## config.mk

```make
export PLATFORM = sky130hd
export DESIGN_NAME = legv8_multicycle_ctrl_flat
export DESIGN_NICKNAME = d
export VERILOG_FILES = /design/src/rtl/legv8_pkg.sv /design/src/rtl/legv8_multicycle_ctrl_if.sv /design/src/rtl/legv8_opc_class.sv /design/src/rtl/legv8_multicycle_ctrl.sv /design/src/flat_wrapper.sv
export SDC_FILE = /design/constraint.sdc
export NUM_CORES = 1
export LEC_CHECK = 0
export CAP_MARGIN = 25
export CORE_UTILIZATION = 46
export DETAILED_ROUTE_END_ITERATION = 10
export PLACE_DENSITY = 0.76
export REMOVE_ABC_BUFFERS = 1
export SLEW_MARGIN = 20
export SYNTH_ARGS = -nofsm -noshare
export SYNTH_HDL_FRONTEND = slang
export SYNTH_HIERARCHICAL = 1
export SYNTH_SLANG_ARGS = --single-unit
```

## constraint.sdc

```tcl
create_clock -name clk -period 2.41 [get_ports clk]
set_clock_uncertainty 0.15 [all_clocks]
set_input_delay 0.482 -clock clk [delete_from_list [all_inputs] [get_ports clk]]
set_output_delay 0.482 -clock clk [all_outputs]
set_load 0.02 [all_outputs]
```

## src/rtl/legv8_pkg.sv

```systemverilog
// rtl/legv8_pkg.sv - shared opcodes, ALU-op encodings, state and class enums for the LEGv8 control slice
package legv8_pkg;

  // Full-width opcodes for Instruction[31:21]
  localparam logic [10:0] OPC_ADD  = 11'b10001011000;
  localparam logic [10:0] OPC_SUB  = 11'b11001011000;
  localparam logic [10:0] OPC_AND  = 11'b10001010000;
  localparam logic [10:0] OPC_ORR  = 11'b10101010000;
  localparam logic [10:0] OPC_LDUR = 11'b11111000010;
  localparam logic [10:0] OPC_STUR = 11'b11111000000;

  // Partially-decoded opcodes: compare (opc & MASK) against the value
  localparam logic [10:0] OPC_CBZ_MASK = 11'b11111111000;
  localparam logic [10:0] OPC_CBZ      = 11'b10110100000;
  localparam logic [10:0] OPC_B_MASK   = 11'b11111100000;
  localparam logic [10:0] OPC_B        = 11'b00010100000;

  localparam logic [1:0] ALU_ADD    = 2'b00;
  localparam logic [1:0] ALU_PASS_B = 2'b01;
  localparam logic [1:0] ALU_FUNCT  = 2'b10;

  typedef enum logic [2:0] {
    ST_FETCH, ST_DECODE, ST_EXEC, ST_MEM, ST_WB, ST_HALT
  } state_t;

  typedef enum logic [2:0] {
    CLS_NONE, CLS_R, CLS_LDUR, CLS_STUR, CLS_CBZ, CLS_B, CLS_ILLEGAL
  } cls_t;

endpackage

```

## src/rtl/legv8_multicycle_ctrl_if.sv

```systemverilog
// rtl/legv8_multicycle_ctrl_if.sv - instruction/data memory req/ack handshake bundle
interface legv8_multicycle_ctrl_if;
  logic imem_req;
  logic imem_ack;
  logic dmem_req;
  logic dmem_ack;
  logic mem_read;
  logic mem_write;

  modport master (
    output imem_req, dmem_req, mem_read, mem_write,
    input  imem_ack, dmem_ack
  );

  modport slave (
    input  imem_req, dmem_req, mem_read, mem_write,
    output imem_ack, dmem_ack
  );
endinterface

```

## src/rtl/legv8_opc_class.sv

```systemverilog
// rtl/legv8_opc_class.sv - combinational Instruction[31:21] to instruction-class decoder
module legv8_opc_class
  import legv8_pkg::*;
#(
  parameter int OPC_W = 11
) (
  input  logic [OPC_W-1:0] opc,
  output cls_t             cls
);

  // Anything not in the supported subset falls through to CLS_ILLEGAL
  always_comb begin
    cls = CLS_ILLEGAL;
    if (opc == OPC_ADD || opc == OPC_SUB || opc == OPC_AND || opc == OPC_ORR)
      cls = CLS_R;
    else if (opc == OPC_LDUR)
      cls = CLS_LDUR;
    else if (opc == OPC_STUR)
      cls = CLS_STUR;
    else if ((opc & OPC_CBZ_MASK) == OPC_CBZ)
      cls = CLS_CBZ;
    else if ((opc & OPC_B_MASK) == OPC_B)
      cls = CLS_B;
  end

endmodule

```

## src/rtl/legv8_multicycle_ctrl.sv

```systemverilog
// rtl/legv8_multicycle_ctrl.sv - LEGv8 multi-cycle sequencer; LEGV8_CTRL_TRAP_EN halts on illegal opcodes
module legv8_multicycle_ctrl
  import legv8_pkg::*;
#(
  parameter int OPC_W = 11,
  parameter int CNT_W = 32
) (
  input  logic                   clk,
  input  logic                   reset,
  legv8_multicycle_ctrl_if.master bus,
  input  logic [31:0]            instr,
  input  logic                   zero,
  output logic                   ir_write,
  output logic                   pc_write,
  output logic                   pc_src,
  output logic                   reg2loc,
  output logic                   alu_src,
  output logic [1:0]             alu_op,
  output logic                   mem_to_reg,
  output logic                   reg_write,
  output logic                   illegal,
  output logic [CNT_W-1:0]       retired
);

  localparam logic [CNT_W-1:0] CNT_ONE = {{(CNT_W-1){1'b0}}, 1'b1};

  state_t state;
  cls_t   cls_q;
  cls_t   cls_d;
  logic   imem_req_q;
  logic   dmem_req_q;
  logic   mem_read_q;
  logic   mem_write_q;
  logic   fetch_done;
  logic   branch_taken;

  // Only the opcode field steers control; operand fields belong to the datapath
  wire unused_instr = ^instr[31-OPC_W:0];

  legv8_opc_class #(.OPC_W(OPC_W)) u_opc_class (
    .opc (instr[31 -: OPC_W]),
    .cls (cls_d)
  );

  assign bus.imem_req  = imem_req_q;
  assign bus.dmem_req  = dmem_req_q;
  assign bus.mem_read  = mem_read_q;
  assign bus.mem_write = mem_write_q;

  // Fetch completes in the ack cycle; the req gate keeps a stray ack just after reset from loading IR
  assign fetch_done   = (state == ST_FETCH) && imem_req_q && bus.imem_ack;
  assign branch_taken = (state == ST_EXEC) &&
                        ((cls_q == CLS_B) || ((cls_q == CLS_CBZ) && zero));

  // PC/IR strobes and Data2 select are decoded from current state and class
  always_comb begin
    ir_write = fetch_done;
    pc_write = fetch_done || branch_taken;
    pc_src   = branch_taken;
    reg2loc  = 1'b0;
    if (state == ST_DECODE)
      reg2loc = (cls_d == CLS_STUR) || (cls_d == CLS_CBZ);
    else if (state == ST_EXEC || state == ST_MEM || state == ST_WB)
      reg2loc = (cls_q == CLS_STUR) || (cls_q == CLS_CBZ);
  end

  // Sequencer: next state, latched class, registered strobes and retire counter
  always_ff @(posedge clk or posedge reset) begin
    if (reset) begin
      state       <= ST_FETCH;
      cls_q       <= CLS_NONE;
      imem_req_q  <= 1'b0;
      dmem_req_q  <= 1'b0;
      mem_read_q  <= 1'b0;
      mem_write_q <= 1'b0;
      alu_src     <= 1'b0;
      alu_op      <= ALU_ADD;
      mem_to_reg  <= 1'b0;
      reg_write   <= 1'b0;
      illegal     <= 1'b0;
      retired     <= '0;
    end else begin
      imem_req_q  <= 1'b0;
      dmem_req_q  <= 1'b0;
      mem_read_q  <= 1'b0;
      mem_write_q <= 1'b0;
      alu_src     <= 1'b0;
      alu_op      <= ALU_ADD;
      mem_to_reg  <= 1'b0;
      reg_write   <= 1'b0;
      case (state)
        ST_FETCH: begin
          if (fetch_done) state <= ST_DECODE;
          else            imem_req_q <= 1'b1;
        end
        ST_DECODE: begin
          cls_q <= cls_d;
          case (cls_d)
            CLS_R: begin
              state  <= ST_EXEC;
              alu_op <= ALU_FUNCT;
            end
            CLS_LDUR, CLS_STUR: begin
              state   <= ST_EXEC;
              alu_src <= 1'b1;
            end
            CLS_CBZ: begin
              state  <= ST_EXEC;
              alu_op <= ALU_PASS_B;
            end
            CLS_B: state <= ST_EXEC;
            default: begin
              illegal <= 1'b1;
`ifdef LEGV8_CTRL_TRAP_EN
              state <= ST_HALT;
`else
              state      <= ST_FETCH;
              imem_req_q <= 1'b1;
`endif
            end
          endcase
        end
        ST_EXEC: begin
          case (cls_q)
            CLS_R: begin
              state     <= ST_WB;
              reg_write <= 1'b1;
            end
            CLS_LDUR: begin
              state      <= ST_MEM;
              dmem_req_q <= 1'b1;
              mem_read_q <= 1'b1;
            end
            CLS_STUR: begin
              state       <= ST_MEM;
              dmem_req_q  <= 1'b1;
              mem_write_q <= 1'b1;
            end
            default: begin
              state      <= ST_FETCH;
              imem_req_q <= 1'b1;
              retired    <= retired + CNT_ONE;
            end
          endcase
        end
        ST_MEM: begin
          if (bus.dmem_ack) begin
            if (cls_q == CLS_LDUR) begin
              state      <= ST_WB;
              reg_write  <= 1'b1;
              mem_to_reg <= 1'b1;
            end else begin
              state      <= ST_FETCH;
              imem_req_q <= 1'b1;
              retired    <= retired + CNT_ONE;
            end
          end else begin
            dmem_req_q  <= 1'b1;
            mem_read_q  <= mem_read_q;
            mem_write_q <= mem_write_q;
          end
        end
        ST_WB: begin
          state      <= ST_FETCH;
          imem_req_q <= 1'b1;
          retired    <= retired + CNT_ONE;
        end
        ST_HALT: state <= ST_HALT;
        default: begin
          state      <= ST_FETCH;
          imem_req_q <= 1'b1;
        end
      endcase
    end
  end

endmodule

```

## src/flat_wrapper.sv

```systemverilog
// flat-port wrapper written by rule: the top's interface ports become plain ports
module legv8_multicycle_ctrl_flat import legv8_pkg::*;
#(
  parameter int OPC_W = 11,
  parameter int CNT_W = 32
)
  (clk, reset, instr, zero, ir_write, pc_write, pc_src, reg2loc, alu_src, alu_op, mem_to_reg, reg_write, illegal, retired, bus_imem_req, bus_dmem_req, bus_mem_read, bus_mem_write, bus_imem_ack, bus_dmem_ack);
  legv8_multicycle_ctrl_if bus_i ();
  input  logic clk;
  input  logic reset;
  input  logic [31:0] instr;
  input  logic zero;
  output logic ir_write;
  output logic pc_write;
  output logic pc_src;
  output logic reg2loc;
  output logic alu_src;
  output logic [1:0] alu_op;
  output logic mem_to_reg;
  output logic reg_write;
  output logic illegal;
  output logic [CNT_W-1:0] retired;
  output wire logic [$bits(bus_i.imem_req)-1:0] bus_imem_req;
  output wire logic [$bits(bus_i.dmem_req)-1:0] bus_dmem_req;
  output wire logic [$bits(bus_i.mem_read)-1:0] bus_mem_read;
  output wire logic [$bits(bus_i.mem_write)-1:0] bus_mem_write;
  input wire logic [$bits(bus_i.imem_ack)-1:0] bus_imem_ack;
  input wire logic [$bits(bus_i.dmem_ack)-1:0] bus_dmem_ack;
  assign bus_imem_req = bus_i.imem_req;
  assign bus_dmem_req = bus_i.dmem_req;
  assign bus_mem_read = bus_i.mem_read;
  assign bus_mem_write = bus_i.mem_write;
  assign bus_i.imem_ack = bus_imem_ack;
  assign bus_i.dmem_ack = bus_dmem_ack;
  legv8_multicycle_ctrl #(.OPC_W(OPC_W), .CNT_W(CNT_W)) u_core (.clk(clk), .reset(reset), .bus(bus_i), .instr(instr), .zero(zero), .ir_write(ir_write), .pc_write(pc_write), .pc_src(pc_src), .reg2loc(reg2loc), .alu_src(alu_src), .alu_op(alu_op), .mem_to_reg(mem_to_reg), .reg_write(reg_write), .illegal(illegal), .retired(retired));
endmodule
```

==> metrics.json <==
{
  "run_status": "complete, but fails checks",
  "violated_checks": "setup timing",
  "postLayoutCoreUtil_pct": 66.5,
  "critical_path.top_delay_family": "simple AND/OR/NAND/NOR gates",
  "synth.yosys.seq_area_share_pct": 48.2,
  "path_clk_slew_ns": 0.08,
  "crit_buf_inv": 3,
  "clkLatencyLatePin_ns": 0.30,
  "slowest_delay_ns": 0.27,
  "setup_viol_count_final": 1,
  "reg2reg_slack_ns": 0.42,
  "mostFrequentLayoutCell": "sky130_fd_sc_hd__dfrtp_1",
  "routed_wire_length_per_instance_um": 13.8,
  "highest_net_fanout_along_the_worst_path": 2,
  "drive_above_1_share_pct": 21.5,
  "cts-htree-levels": 2,
  "grt_pass1_wl_um": 8450,
  "cp.arrival_ns": 1.80,
  "dp.final_hpwl_um": 3730,
  "layout.cells.most_common_list": "48 x sky130_fd_sc_hd__dfrtp_1, 46 x sky130_fd_sc_hd__clkdlybuf4s50_1, 30 x sky130_fd_sc_hd__xnor2_1, 23 x sky130_fd_sc_hd__buf_4",
  "core_mm2": 0.00517,
  "max_cap_viol_count": 0,
  "r2r.worst_path.cells": 5,
  "setup.worst_path.start": "instr[23]",
  "via_count_of_the_first_global_routing_pass": 1835,
  "grt_antenna_before_repair": 0,
  "tritoncts": "done",
  "final_antenna_net_count": 0,
  "maximum_number_of_pins_on_one_net_before_global_route_repair": 28,
  "synth-main-ff-cell": "sky130_fd_sc_hd__dfrtp_1",
  "fmax_mhz": 411,
  "ff_latch_area_mm2": 0.00120,
  "io-pin-count": 83,
  "vias": 2039,
  "vias_per_std_cell": 5.35,
  "multi_input_comb_area_mm2": 0.00125,
  "drt_iter0_drc": 100,
  "finish.net_count": 349,
  "die_width_um": 75.6,
  "async_reset_ff_share_pct": 100,
  "setup.worst_path.class": "input port to primary output",
  "worst_setup_path_endpoint": "reg2loc",
  "reg2reg_from": "u_core/retired[2]",
  "critical_path.endpoint_type": "primary output",
  "global_route.usage.total_pct": 19.7,
  "initial_core_util_pct": 48.2,
  "dp_worst_slack_ns": -0.872,
  "tritoncts_num_sinks": 48,
  "final.setup.worst_slack_ns": -0.0238,
  "worst-endpoint-required_ns": 1.78,
  "flow.area_growth_from_synthesis_pct": 38.2,
  "worst_setup_path_start_kind": "input port",
  "cts_buffers": 5,
  "totalWireLength_um": 5240,
  "chipHeight_um": 75.6,
  "overflow": 0,
  "drv_slew": 0,
  "fp.dieArea_mm2": 0.00571,
  "summed_instance_area_of_the_synthesized_netlist_mm2": 0.00249,
  "hold_path.startpoint": "u_core/retired[31]",
  "gp_congestion": 0.876,
  "totalNegativeSetupSlack_ns": -0.0238,
  "cpMaxStageDelayCell": "sky130_fd_sc_hd__and4b_1",
  "pwr_density_cell_mw_per_mm2": 504,
  "whs_ns": 0.330,
  "total_leakage_power_uw": 0.00157,
  "total_power_uw": 1730,
  "largest_reg_flops": 32,
  "clock_tree.root_cell": "sky130_fd_sc_hd__clkbuf_8",
  "hold_class": "flop to flop",
  "max_slew.worst_pin.slew_ns": 0.479,
  "setup_repair_after_global_routing_missed_its_margin": "yes",
  "synthCells": 231,
  "route.detailed.drc": 0,
  "average_footprint_of_a_synthesized_cell_um2": 10.8,
  "rows": 26,
  "final_hold_viol_count": 0,
  "r2r_end": "u_core/retired[29]",
  "fillerInstances": 412,
  "antennaDiodeCount": 0,
  "edff_count_synth": 0,
  "post-route-min-period_ns": 2.43,
  "largestRegisters": "u_core/retired x32, u_core/cls_q x3, u_core/state x3",
  "timing.final.crit_share_pct": 101,
  "power.ir.vdd_worst_v": 0.000529,
  "ctsLongestPathBuffers": 2,
  "drtPass1Iterations": 4,
  "path_common_cell": "sky130_fd_sc_hd__buf_4",
  "registers.top_by_ff_count": "u_core/retired",
  "io_buffer_count": 61,
  "slew_headroom_pct": 68.0,
  "yosysUniqueCellTypes": 48,
  "cells_traversed_along_the_worst_timing_path": "dlymetal6s2s_1 -> nor3_2 -> and4b_1 -> a22o_1 -> buf_4 -> nor2_2 -> a21oi_1 -> o22ai_1 -> buf_4",
  "levels_on_crit_path": 9,
  "yosys_register_bits": 48,
  "yosysWarnings": 6
}
metrics by stage:
stage	instances	cell area, µm²
2_1_floorplan	219	2400
3_3_place_gp	371	3270
3_5_place_dp	371	3270
4_1_cts	380	3410
5_1_grt	381	3440
6_report	381	3440
worst reg2reg max path, stage by stage (launching register included):
cell and delay (ns):
sky130_fd_sc_hd__dfrtp_1 0.45, sky130_fd_sc_hd__and3_1 0.20, sky130_fd_sc_hd__and4_1 0.32, sky130_fd_sc_hd__and3_1 0.42, sky130_fd_sc_hd__nand4_1 0.19, sky130_fd_sc_hd__xnor2_1 0.15
worst min path at each step:
| stage | end | slack, ns | cells after the start |
|---|---|---|---|
| finish | u_core/retired[31] | 0.33 | 1 |
| global route | u_core/retired[31] | 0.35 | 1 |
| CTS | u_core/retired[31] | 0.34 | 1 |
| detailed placement | u_core/illegal | 0.31 | 1 |
| global placement | u_core/illegal | 0.30 | 1 |
| floorplan | u_core/cls_q[1] | 0.41 | 1 |
report_power, final:
group	total (µW)	switching, µW	internal (µW)
combinational	353	181	172
sequential	880	40.1	839
clock	502	267	235
total	1730	488	1250
logic make-up (layout without fill, tap and decap cells):
group                      after synthesis  in the layout  synth area share [%]
xor gates and xnor gates                31             31                  10.9
adders and majority gates                2              2                  1.00
buffers and inverters                   15             95                  4.12
muxes                                    4              4                  1.96
AOI/OAI and AO/OA                       27             27                  8.29
DFF                                     48             48                  48.2
and+or+nand+nor                        104            104                  25.5
routing by layer:
metal / GRT usage [%] / routed length [µm]
met1: 25.3 / 2320
met2: 32.1 / 2590
met3: 4.63 / 262
met4: 8.23 / 68
met5: 0 / 0
final cells by class:
cell class / count / share of cell area [%]
multi-input combinational: 168 / 36.5
tap: 70 / 2.54
inverter: 3 / 0.327
timing repair buffer: 84 / 23.0
clock inverter: 2 / 0.400
clock buffer: 6 / 2.40
sequential: 48 / 34.9
synthesized netlist by cell type, types with 4 or more instances:
library cell | count | share of area [%]
sky130_fd_sc_hd__dfrtp_1 | 48 | 48
sky130_fd_sc_hd__xnor2_1 | 30 | 11
sky130_fd_sc_hd__nor2_1 | 16 | 2.4
sky130_fd_sc_hd__and3_1 | 15 | 3.8
sky130_fd_sc_hd__nand4_1 | 14 | 3.5
sky130_fd_sc_hd__nand2_1 | 11 | 1.7
sky130_fd_sc_hd__nand3_1 | 10 | 2.0
sky130_fd_sc_hd__and2_1 | 9 | 2.3
sky130_fd_sc_hd__a21oi_1 | 8 | 1.6
sky130_fd_sc_hd__and4_1 | 4 | 1.4
sky130_fd_sc_hd__buf_6 | 4 | 1.8
sky130_fd_sc_hd__nand2b_1 | 4 | 1.0
sky130_fd_sc_hd__nand4_2 | 4 | 2.0
sky130_fd_sc_hd__o21ai_0 | 4 | 0.80
what timing repair did:
item	in CTS	in global routing
hold buffers	0	0
gates resized for setup	24	29
cloned	0	0
endpoints found under the setup margin	4	3
buffers inserted	1	1
hold endpoints to repair	0	0
pin swaps	6	9
Power figures use the tool's default switching activity.
